`src/rtl/cpu_pkg.sv`:
```
// -----------------------------------------------------------------------------
// cpu_pkg
// Shared CPU definitions used by the fetch front-end and the decoder:
//   INSTR_W              instruction word width
//   *_HI / *_LO          bit positions of the decoded fields
//   instr_fields_t       the field bundle handed to decode
//   fetch_state_t        fetch FSM encoding (exposed on the debug port)
//   get_fields()         slices an instruction word into instr_fields_t
// -----------------------------------------------------------------------------
package cpu_pkg;

   localparam int INSTR_W  = 32;

   localparam int COND_HI  = 31;
   localparam int COND_LO  = 28;
   localparam int OP_HI    = 27;
   localparam int OP_LO    = 26;
   localparam int FUNCT_HI = 25;
   localparam int FUNCT_LO = 20;
   localparam int RD_HI    = 15;
   localparam int RD_LO    = 12;

   typedef struct packed {
      logic [COND_HI-COND_LO:0]   cond;
      logic [OP_HI-OP_LO:0]       op;
      logic [FUNCT_HI-FUNCT_LO:0] funct;
      logic [RD_HI-RD_LO:0]       rd;
   } instr_fields_t;

   // RUN: responses are kept. DRAIN: responses belonging to squashed
   // fetches are still in flight and get discarded.
   typedef enum logic [0:0] {
      ST_RUN   = 1'b0,
      ST_DRAIN = 1'b1
   } fetch_state_t;

   function automatic instr_fields_t get_fields(input logic [INSTR_W-1:0] instr);
      instr_fields_t f;
      f.cond  = instr[COND_HI:COND_LO];
      f.op    = instr[OP_HI:OP_LO];
      f.funct = instr[FUNCT_HI:FUNCT_LO];
      f.rd    = instr[RD_HI:RD_LO];
      return f;
   endfunction

endpackage

```
`src/rtl/fetch_unit_if.sv`:
```
// -----------------------------------------------------------------------------
// fetch_unit_if
// Bundles the fetch unit's memory request/response channel, the branch
// redirect input and the decode hand-off.
//   master : the fetch unit side
//   slave  : the environment side (instruction memory, execute, decode)
//
// Handshake semantics (imem_req_*, dec_*): a transfer happens on a rising clk
// edge where valid && ready are both high. ready may depend on valid, valid
// never depends on ready. While valid && !ready the payload holds stable.
// The only case where imem_req_valid drops without a transfer is a redirect,
// which discards the pending fetch on purpose.
// imem_rsp_valid and redirect_valid are single-cycle pulses with no ready.
// -----------------------------------------------------------------------------
interface fetch_unit_if #(
   parameter int ADDR_W = 32
) ();

   logic              imem_req_valid;
   logic              imem_req_ready;
   logic [ADDR_W-1:0] imem_addr;
   logic              imem_rsp_valid;
   logic [31:0]       imem_rsp_data;

   logic              redirect_valid;
   logic [ADDR_W-1:0] redirect_addr;

   logic              dec_valid;
   logic              dec_ready;
   logic [31:0]       dec_instr;
   logic [3:0]        dec_cond;
   logic [1:0]        dec_op;
   logic [5:0]        dec_funct;
   logic [3:0]        dec_rd;
   logic [ADDR_W-1:0] dec_pc;

   modport master (
      output imem_req_valid, imem_addr,
      input  imem_req_ready, imem_rsp_valid, imem_rsp_data,
      input  redirect_valid, redirect_addr,
      output dec_valid, dec_instr, dec_cond, dec_op, dec_funct, dec_rd, dec_pc,
      input  dec_ready
   );

   modport slave (
      input  imem_req_valid, imem_addr,
      output imem_req_ready, imem_rsp_valid, imem_rsp_data,
      output redirect_valid, redirect_addr,
      input  dec_valid, dec_instr, dec_cond, dec_op, dec_funct, dec_rd, dec_pc,
      output dec_ready
   );

endinterface

```
`src/rtl/fetch_fifo.sv`:
```
// -----------------------------------------------------------------------------
// fetch_fifo
// Small synchronous FIFO with a flush input; used for the instruction buffer
// and the fetch-address tag queue.
//   clk, rst_n     clock, asynchronous active-low reset
//   flush          empties the FIFO; wins over push and pop
//   push, wdata    write (ignored when full)
//   pop            advance head (ignored when empty)
//   rdata          head entry (meaningless while empty)
//   count          occupancy, 0..DEPTH
//   empty, full    status
// DEPTH must be a power of two >= 2 so the pointers wrap naturally.
// -----------------------------------------------------------------------------
module fetch_fifo #(
   parameter int W     = 32,
   parameter int DEPTH = 2,
   localparam int AW   = $clog2(DEPTH),
   localparam int CW   = AW + 1
) (
   input  logic          clk,
   input  logic          rst_n,
   input  logic          flush,
   input  logic          push,
   input  logic [W-1:0]  wdata,
   input  logic          pop,
   output logic [W-1:0]  rdata,
   output logic [CW-1:0] count,
   output logic          empty,
   output logic          full
);

   logic [W-1:0]  mem_q [DEPTH];
   logic [W-1:0]  mem_d [DEPTH];
   logic [AW-1:0] wr_q, wr_d, rd_q, rd_d;
   logic [CW-1:0] cnt_q, cnt_d;
   logic          do_push, do_pop;

   assign empty   = (cnt_q == '0);
   assign full    = (cnt_q == CW'(DEPTH));
   assign do_push = push && !full;
   assign do_pop  = pop && !empty;
   assign rdata   = mem_q[rd_q];
   assign count   = cnt_q;

   always_comb begin
      mem_d = mem_q;
      wr_d  = wr_q;
      rd_d  = rd_q;
      cnt_d = cnt_q;
      if (flush) begin
         wr_d  = '0;
         rd_d  = '0;
         cnt_d = '0;
      end else begin
         if (do_push) begin
            mem_d[wr_q] = wdata;
            wr_d        = wr_q + AW'(1);
         end
         if (do_pop) begin
            rd_d = rd_q + AW'(1);
         end
         cnt_d = cnt_q + CW'(do_push) - CW'(do_pop);
      end
   end

   always_ff @(posedge clk or negedge rst_n) begin
      if (!rst_n) begin
         mem_q <= '{default: '0};
         wr_q  <= '0;
         rd_q  <= '0;
         cnt_q <= '0;
      end else begin
         mem_q <= mem_d;
         wr_q  <= wr_d;
         rd_q  <= rd_d;
         cnt_q <= cnt_d;
      end
   end

endmodule

```
`src/rtl/fetch_unit.sv`:
```
// -----------------------------------------------------------------------------
// fetch_unit
// Instruction fetch front-end: owns the PC, issues word reads to instruction
// memory, buffers returned words and hands them to decode split into fields.
// Branch redirects flush the buffer and squash in-flight fetches.
//   clk, rst_n   clock, asynchronous active-low reset
//   bus          fetch_unit_if.master (imem request/response, redirect, decode)
//   dbg_state    fetch FSM state (RUN / DRAIN)
// Optional build macro FETCH_PERF_CNT_EN adds:
//   stall_cnt    saturating count of cycles with dec_ready && !dec_valid
//   flush_cnt    saturating count of redirects
// Parameters: ADDR_W (PC width), RESET_PC (word aligned), DEPTH (power of 2, >=2)
// -----------------------------------------------------------------------------
module fetch_unit
   import cpu_pkg::*;
#(
   parameter int                ADDR_W   = 32,
   parameter logic [ADDR_W-1:0] RESET_PC = '0,
   parameter int                DEPTH    = 2
) (
   input  logic         clk,
   input  logic         rst_n,
   fetch_unit_if.master bus,
   output fetch_state_t dbg_state
`ifdef FETCH_PERF_CNT_EN
   ,
   output logic [31:0]  stall_cnt,
   output logic [15:0]  flush_cnt
`endif
);

   localparam int AW    = $clog2(DEPTH);
   localparam int CW    = AW + 1;
   localparam int CRW   = CW + 1;
   localparam int BUF_W = INSTR_W + ADDR_W;

   fetch_state_t       state_q, state_d;
   logic [ADDR_W-1:0]  pc_q, pc_d;
   logic [CW-1:0]      outst_q, outst_d, drop_q, drop_d;
   logic               accept, rsp, redir, keep_rsp, dec_pop, buf_valid;
   logic [CRW-1:0]     credit_used;
   logic [BUF_W-1:0]   buf_wdata, buf_rdata;
   logic [CW-1:0]      buf_count, tag_count;
   logic               buf_empty, buf_full, tag_empty, tag_full;
   logic [ADDR_W-1:0]  tag_rdata;
   logic [INSTR_W-1:0] head_instr;
   logic [ADDR_W-1:0]  head_pc;
   instr_fields_t      fields;

   assign redir = bus.redirect_valid;
   assign rsp   = bus.imem_rsp_valid;

   // Buffered plus in-flight words may never exceed DEPTH, so every response
   // has a free buffer slot. Requests are held off during reset and in the
   // redirect cycle (the current PC is stale then).
   assign credit_used        = CRW'(buf_count) + CRW'(outst_q);
   assign bus.imem_req_valid = rst_n && !redir && (credit_used < CRW'(DEPTH));
   assign bus.imem_addr      = pc_q;
   assign accept             = bus.imem_req_valid && bus.imem_req_ready;

   // Responses to squashed fetches never had their tag kept, so they bypass
   // the tag queue as well as the buffer.
   assign keep_rsp  = rsp && (state_q == ST_RUN) && !redir;
   assign buf_valid = !buf_empty;
   assign dec_pop   = buf_valid && bus.dec_ready && !redir;
   assign buf_wdata = {bus.imem_rsp_data, tag_rdata};

   fetch_fifo #(.W(ADDR_W), .DEPTH(DEPTH)) u_tag_fifo (
      .clk   (clk),
      .rst_n (rst_n),
      .flush (redir),
      .push  (accept),
      .wdata (pc_q),
      .pop   (keep_rsp),
      .rdata (tag_rdata),
      .count (tag_count),
      .empty (tag_empty),
      .full  (tag_full)
   );

   fetch_fifo #(.W(BUF_W), .DEPTH(DEPTH)) u_buf_fifo (
      .clk   (clk),
      .rst_n (rst_n),
      .flush (redir),
      .push  (keep_rsp),
      .wdata (buf_wdata),
      .pop   (dec_pop),
      .rdata (buf_rdata),
      .count (buf_count),
      .empty (buf_empty),
      .full  (buf_full)
   );

   // Head is forced to zero while empty so decode never sees stale storage.
   assign head_instr    = buf_valid ? buf_rdata[BUF_W-1:ADDR_W] : '0;
   assign head_pc       = buf_valid ? buf_rdata[ADDR_W-1:0]     : '0;
   assign fields        = get_fields(head_instr);
   assign bus.dec_valid = buf_valid;
   assign bus.dec_instr = head_instr;
   assign bus.dec_pc    = head_pc;
   assign bus.dec_cond  = fields.cond;
   assign bus.dec_op    = fields.op;
   assign bus.dec_funct = fields.funct;
   assign bus.dec_rd    = fields.rd;
   assign dbg_state     = state_q;

   always_comb begin
      outst_d = outst_q + CW'(accept) - CW'(rsp);
      pc_d    = pc_q;
      if (redir) begin
         pc_d = {bus.redirect_addr[ADDR_W-1:2], 2'b00};
      end else if (accept) begin
         pc_d = pc_q + ADDR_W'(4);
      end
   end

   // FSM: everything still in flight after a redirect belongs to the old
   // path, so the drop count is reloaded from the updated outstanding count.
   always_comb begin
      state_d = state_q;
      drop_d  = drop_q;
      if (redir) begin
         drop_d = outst_d;
      end else if (rsp && (state_q == ST_DRAIN)) begin
         drop_d = drop_q - CW'(1);
      end
      case (state_q)
         ST_RUN:   if (drop_d != '0) state_d = ST_DRAIN;
         ST_DRAIN: if (drop_d == '0) state_d = ST_RUN;
         default:  state_d = ST_RUN;
      endcase
   end

   always_ff @(posedge clk or negedge rst_n) begin
      if (!rst_n) begin
         state_q <= ST_RUN;
         pc_q    <= RESET_PC;
         outst_q <= '0;
         drop_q  <= '0;
      end else begin
         state_q <= state_d;
         pc_q    <= pc_d;
         outst_q <= outst_d;
         drop_q  <= drop_d;
      end
   end

`ifdef FETCH_PERF_CNT_EN
   logic [31:0] stall_q, stall_d;
   logic [15:0] flush_q, flush_d;

   always_comb begin
      stall_d = stall_q;
      flush_d = flush_q;
      if (bus.dec_ready && !buf_valid && (stall_q != '1)) stall_d = stall_q + 32'd1;
      if (redir && (flush_q != '1))                      flush_d = flush_q + 16'd1;
   end

   always_ff @(posedge clk or negedge rst_n) begin
      if (!rst_n) begin
         stall_q <= '0;
         flush_q <= '0;
      end else begin
         stall_q <= stall_d;
         flush_q <= flush_d;
      end
   end

   assign stall_cnt = stall_q;
   assign flush_cnt = flush_q;
`endif

   // Buffered + outstanding never exceeds DEPTH, so a response never meets a full buffer.
   a_no_overflow: assert property (@(posedge clk) disable iff (!rst_n) !(keep_rsp && buf_full));
   // Every in-flight fetch is either tagged or scheduled to be dropped.
   a_tag_track: assert property (@(posedge clk) disable iff (!rst_n)
      (CRW'(tag_count) + CRW'(drop_q)) == CRW'(outst_q));
   a_tag_room: assert property (@(posedge clk) disable iff (!rst_n) !(accept && tag_full));
   a_tag_avail: assert property (@(posedge clk) disable iff (!rst_n) !(keep_rsp && tag_empty));

endmodule

```
`src/flat_wrapper.sv`:
```
// flat-port wrapper written by rule: the top's interface ports become plain ports
module fetch_unit_flat import cpu_pkg::*;
#(
   parameter int                ADDR_W   = 32,
   parameter logic [ADDR_W-1:0] RESET_PC = '0,
   parameter int                DEPTH    = 2
)
  (clk, rst_n, dbg_state, bus_imem_req_valid, bus_imem_addr, bus_imem_req_ready, bus_imem_rsp_valid, bus_imem_rsp_data, bus_redirect_valid, bus_redirect_addr, bus_dec_valid, bus_dec_instr, bus_dec_cond, bus_dec_op, bus_dec_funct, bus_dec_rd, bus_dec_pc, bus_dec_ready);
  fetch_unit_if #(.ADDR_W(ADDR_W)) bus_i ();
  input  logic clk;
  input  logic rst_n;
  output fetch_state_t dbg_state;
  output wire logic [$bits(bus_i.imem_req_valid)-1:0] bus_imem_req_valid;
  output wire logic [$bits(bus_i.imem_addr)-1:0] bus_imem_addr;
  input wire logic [$bits(bus_i.imem_req_ready)-1:0] bus_imem_req_ready;
  input wire logic [$bits(bus_i.imem_rsp_valid)-1:0] bus_imem_rsp_valid;
  input wire logic [$bits(bus_i.imem_rsp_data)-1:0] bus_imem_rsp_data;
  input wire logic [$bits(bus_i.redirect_valid)-1:0] bus_redirect_valid;
  input wire logic [$bits(bus_i.redirect_addr)-1:0] bus_redirect_addr;
  output wire logic [$bits(bus_i.dec_valid)-1:0] bus_dec_valid;
  output wire logic [$bits(bus_i.dec_instr)-1:0] bus_dec_instr;
  output wire logic [$bits(bus_i.dec_cond)-1:0] bus_dec_cond;
  output wire logic [$bits(bus_i.dec_op)-1:0] bus_dec_op;
  output wire logic [$bits(bus_i.dec_funct)-1:0] bus_dec_funct;
  output wire logic [$bits(bus_i.dec_rd)-1:0] bus_dec_rd;
  output wire logic [$bits(bus_i.dec_pc)-1:0] bus_dec_pc;
  input wire logic [$bits(bus_i.dec_ready)-1:0] bus_dec_ready;
  assign bus_imem_req_valid = bus_i.imem_req_valid;
  assign bus_imem_addr = bus_i.imem_addr;
  assign bus_i.imem_req_ready = bus_imem_req_ready;
  assign bus_i.imem_rsp_valid = bus_imem_rsp_valid;
  assign bus_i.imem_rsp_data = bus_imem_rsp_data;
  assign bus_i.redirect_valid = bus_redirect_valid;
  assign bus_i.redirect_addr = bus_redirect_addr;
  assign bus_dec_valid = bus_i.dec_valid;
  assign bus_dec_instr = bus_i.dec_instr;
  assign bus_dec_cond = bus_i.dec_cond;
  assign bus_dec_op = bus_i.dec_op;
  assign bus_dec_funct = bus_i.dec_funct;
  assign bus_dec_rd = bus_i.dec_rd;
  assign bus_dec_pc = bus_i.dec_pc;
  assign bus_i.dec_ready = bus_dec_ready;
  fetch_unit #(.ADDR_W(ADDR_W), .RESET_PC(RESET_PC), .DEPTH(DEPTH)) u_core (.clk(clk), .rst_n(rst_n), .bus(bus_i), .dbg_state(dbg_state));
endmodule
```
`config.mk`:
```
export PLATFORM = sky130hd
export DESIGN_NAME = fetch_unit_flat
export DESIGN_NICKNAME = d
export VERILOG_FILES = /design/src/rtl/cpu_pkg.sv /design/src/rtl/fetch_unit_if.sv /design/src/rtl/fetch_fifo.sv /design/src/rtl/fetch_unit.sv /design/src/flat_wrapper.sv
export SDC_FILE = /design/constraint.sdc
export NUM_CORES = 1
export LEC_CHECK = 0
export CAP_MARGIN = 15
export CELL_PAD_IN_SITES_DETAIL_PLACEMENT = 0
export CELL_PAD_IN_SITES_GLOBAL_PLACEMENT = 1
export CORE_UTILIZATION = 42
export CTS_CLUSTER_DIAMETER = 50
export DETAILED_ROUTE_END_ITERATION = 8
export MAX_ROUTING_LAYER = met4
export PLACE_DENSITY = 0.84
export REMOVE_ABC_BUFFERS = 1
export SKIP_CTS_REPAIR_TIMING = 1
export SYNTH_ARGS = -nofsm -noshare
export SYNTH_HDL_FRONTEND = slang
export SYNTH_SLANG_ARGS = --single-unit
```
`constraint.sdc`:
```
create_clock -name clk -period 3.5 [get_ports clk]
set_clock_uncertainty 0.05 [all_clocks]
set_input_delay 0.35 -clock clk [delete_from_list [all_inputs] [get_ports clk]]
set_output_delay 0.35 -clock clk [all_outputs]
set_load 0.02 [all_outputs]
```
==> results.md <==
* Reg2reg end: u_core.dbg_state
* Die W at 161 µm
* Critical path launch point type: flip-flop
* CP Class: reg2out
* Critical Path AT at 2.71 ns
* 1st-pass router iterations at 5
* Placed insts at 1393
* Crit-path leading delay family: buffers and inverters
* Clock Sinks at 227
* Synth warn at 0
* Setup crit start: u_core.u_buf_fifo.count[0]
* Hold crit path type: in2async
* Commonest cells post-synth: 227 x dfrtp_1, 124 x mux2_2, 116 x nor2_1, 94 x mux2i_1, 62 x nand2_1
* Initial Util at 43.4%
* Post-synth cell types at 55
* Max_cap viols at 0
* Non-Filler Instances at 1442
* Mapped Area at 0.0107 mm²
* WP data required at 3.10 ns
* Final instance area at 0.0136 mm²
* Cell accounting for the most synthesized area: dfrtp_1
* Routed vias at 7524
* Number of synthesized flops with an enable pin at 0
* Synth Flop Type: dfrtp_1
* Worst-path cell chain: and2_1, fa_1, nor4b_1, clkdlybuf4s50_1
* FF+latch area at 0.00569 mm²
* Die area at 0.0261 mm²
* Status: completed
* Sequential area share after synthesis at 53.2%
* Boundary pin count at 185
* WL per Instance at 16.9 µm
* First-pass GRT wire length at 39.1 mm
* RSZ-0062 raised after global routing: false
* Worst Max-Slew Pin Slew at 1.06 ns
* Largest net degree at the start of global routing at 191
* Fin. Hold Viols at 0
* Clk slew on worst S/H paths at 0.06 ns
* Slew Limit Fails at 0
* Fill cells at 2147
* Placed inst area at 0.0127 mm²
* Total core area at 0.0246 mm²
* Pwr per Cell Area at 754 mW/mm²
* Area share of the largest cell type after synthesis at 53.2%
* Multi-input logic area at 0.00456 mm²
* Critical path fanouts, max at 4
* Slew margin rel. at 29.7%
* Input/output buffers at 178
* Synthesis-to-layout area growth at 27.4%
* Synthesized area per cell at 11.3 µm²
* Antenna cells at 0
* CTS buffer count at 26
* Worst path slowest cell: clkdlybuf4s50_1
* Root Driver: clkbuf_16
* CTS tree: yes
* Cell count after synthesis at 944
* Final period util at 88.9%
* GR Util All Layers at 19.4%
* Pleak at 5.65 nW
* Vias in the first global route at 7292
* Grt ovf at 0
* Async set-reset flop share out of synthesis at 100%
* Setup violations, final at 0
* Vias per inst at 5.22
* H-tree depth at 1
* Synthesized flop and latch total at 227
* Levels on crit path at 4
* Final wirelength at 24.4 mm
* Clk_lat worst skew at 0.52 ns
* R2r setup slk at 0.72 ns
* FF-to-FF path depth at 10
* 1st-iter DRT viols at 391
* Initial antenna violation count at 0
* Worst Setup EP: bus_imem_req_valid
* Nets at 1176
* Most frequent cell after synthesis: dfrtp_1
* CP bufs+invs at 1
* Crit path largest cell delay at 0.68 ns
* Peak supply drop at 0.329 mV
* Max clock buf depth at 3
* Detailed Place HPWL at 16.3 mm
* DRC at 0
* Area contributors post-synth: dfrtp_1 53%, mux2_2 13%, mux2i_1 8.8%
* Detail Route Antenna Nets at 0
* Layout cells sized above 1 at 19.0%
* Reg2reg start: u_core.u_buf_fifo.count[0]
* Critical Path Sink Type: output pin
* Die height at 161 µm
* Routability cong. at 0.793
* Achievable Freq at 0.321 GHz
* Post-layout min period at 3.11 ns
* Rows at 57
-- registers in the layout, indices dropped and copies added (netlist names) --
name / cells
u_core.u_buf_fifo.rd_q: 1
u_core.u_buf_fifo.count: 2
u_core.drop_q: 2
u_core.bus.imem_addr: 30
u_core.u_buf_fifo.mem_q: 124
u_core.u_tag_fifo.rd_q: 1
u_core.u_tag_fifo.count: 2
u_core.dbg_state: 1
u_core.outst_q: 2
u_core.u_tag_fifo.wr_q: 1
u_core.u_buf_fifo.wr_q: 1
u_core.u_tag_fifo.mem_q: 60
-- metrics by stage --
stage               total power, mW  util, %  hold WS (ns)  setup slack, ns  setup TNS [ns]
finish                         10.3     55.3         0.239            0.389               0
global placement               7.50     51.7         0.198            0.776               0
global route                   10.9     55.3         0.253            0.319               0
detailed placement             7.63     51.7         0.199            0.744               0
CTS                            10.4     55.2        -0.359            0.383               0
floorplan                      6.38        -       0.00441           -0.510           -1.02
-- final cells by class --
class | count | share of cell area, %
multi-input cells | 627 | 33.5
clock inverters | 11 | 0.754
inverters | 11 | 0.304
flip-flops and latches | 227 | 41.8
repair buffers | 205 | 15.0
well taps | 324 | 2.98
clock buffers | 37 | 5.69
-- worst min path at each step --
stage | from | endpoint | slack [ns] | depth (start not counted)
final | rst_n | u_core.bus.imem_addr[10] | 0.24 | 2
after global routing | rst_n | u_core.bus.imem_addr[10] | 0.25 | 2
after CTS | rst_n | u_core.bus.imem_addr[10] | -0.36 | 1
after detailed placement | rst_n | u_core.bus.imem_addr[10] | 0.20 | 1
after global placement | rst_n | u_core.bus.imem_addr[10] | 0.20 | 1
after floorplan | rst_n | u_core.bus.imem_addr[10] | 0.004 | 0
-- worst reg2reg max path: stages, from the launching register on --
cell       delay [ns]
dfrtp_1          0.43
and2_1           0.19
fa_1             0.46
nand4bb_1        0.19
buf_4            0.18
nor2_1           0.19
ha_1             0.20
xnor2_1          0.13
xnor2_1          0.10
nand2_1          0.09
or3b_2           0.44
-- metal layers --
metal,wire length (µm),up-vias,track usage [%]
met3,1220,27,2.77
met4,329,0,3.95
met2,11200,182,29.9
li1,-,3604,-
met5,0,-,-
met1,11700,3711,27.5
-- placed cells by master, fill, tap and decap left out, drive strengths merged, types with 5 or more instances in the layout --
master,synthesis,final
mux2i,94,94
buf,45,28
clkdlybuf4s50,0,176
ha,7,7
a21oi,30,30
inv,11,14
or4,12,12
and3,6,6
mux2,124,124
nor2,116,116
clkbuf,36,37
o31ai,8,8
xnor2,7,7
xor2,11,11
o211ai,5,5
nand4,15,15
nand2,62,62
clkinv,0,5
or3,5,5
nand3,20,20
and2,6,6
nor2b,5,5
o21ai,47,47
dfrtp,227,227
a31oi,12,12
-- power breakdown --
part	internal [mW]	total (mW)	switching (mW)
Combinational	1.70	3.22	1.52
Sequential	3.71	4.33	0.623
Clock	1.62	2.70	1.08
Total	7.03	10.3	3.23
-- logic make-up after synthesis --
kind of cell / Yosys count / share of synthesized area (%)
XOR/XNOR: 18 / 1.48
buffers and inverters: 93 / 4.55
other: 1 / 0.0351
adder cells (fa/ha/maj): 8 / 1.01
AND/OR/NAND/NOR: 268 / 11.9
flip-flops: 227 / 53.2
AO/OA/AOI/OAI: 111 / 5.95
multiplexers: 218 / 21.9
No activity file was read; power rests on OpenSTA's default activity.
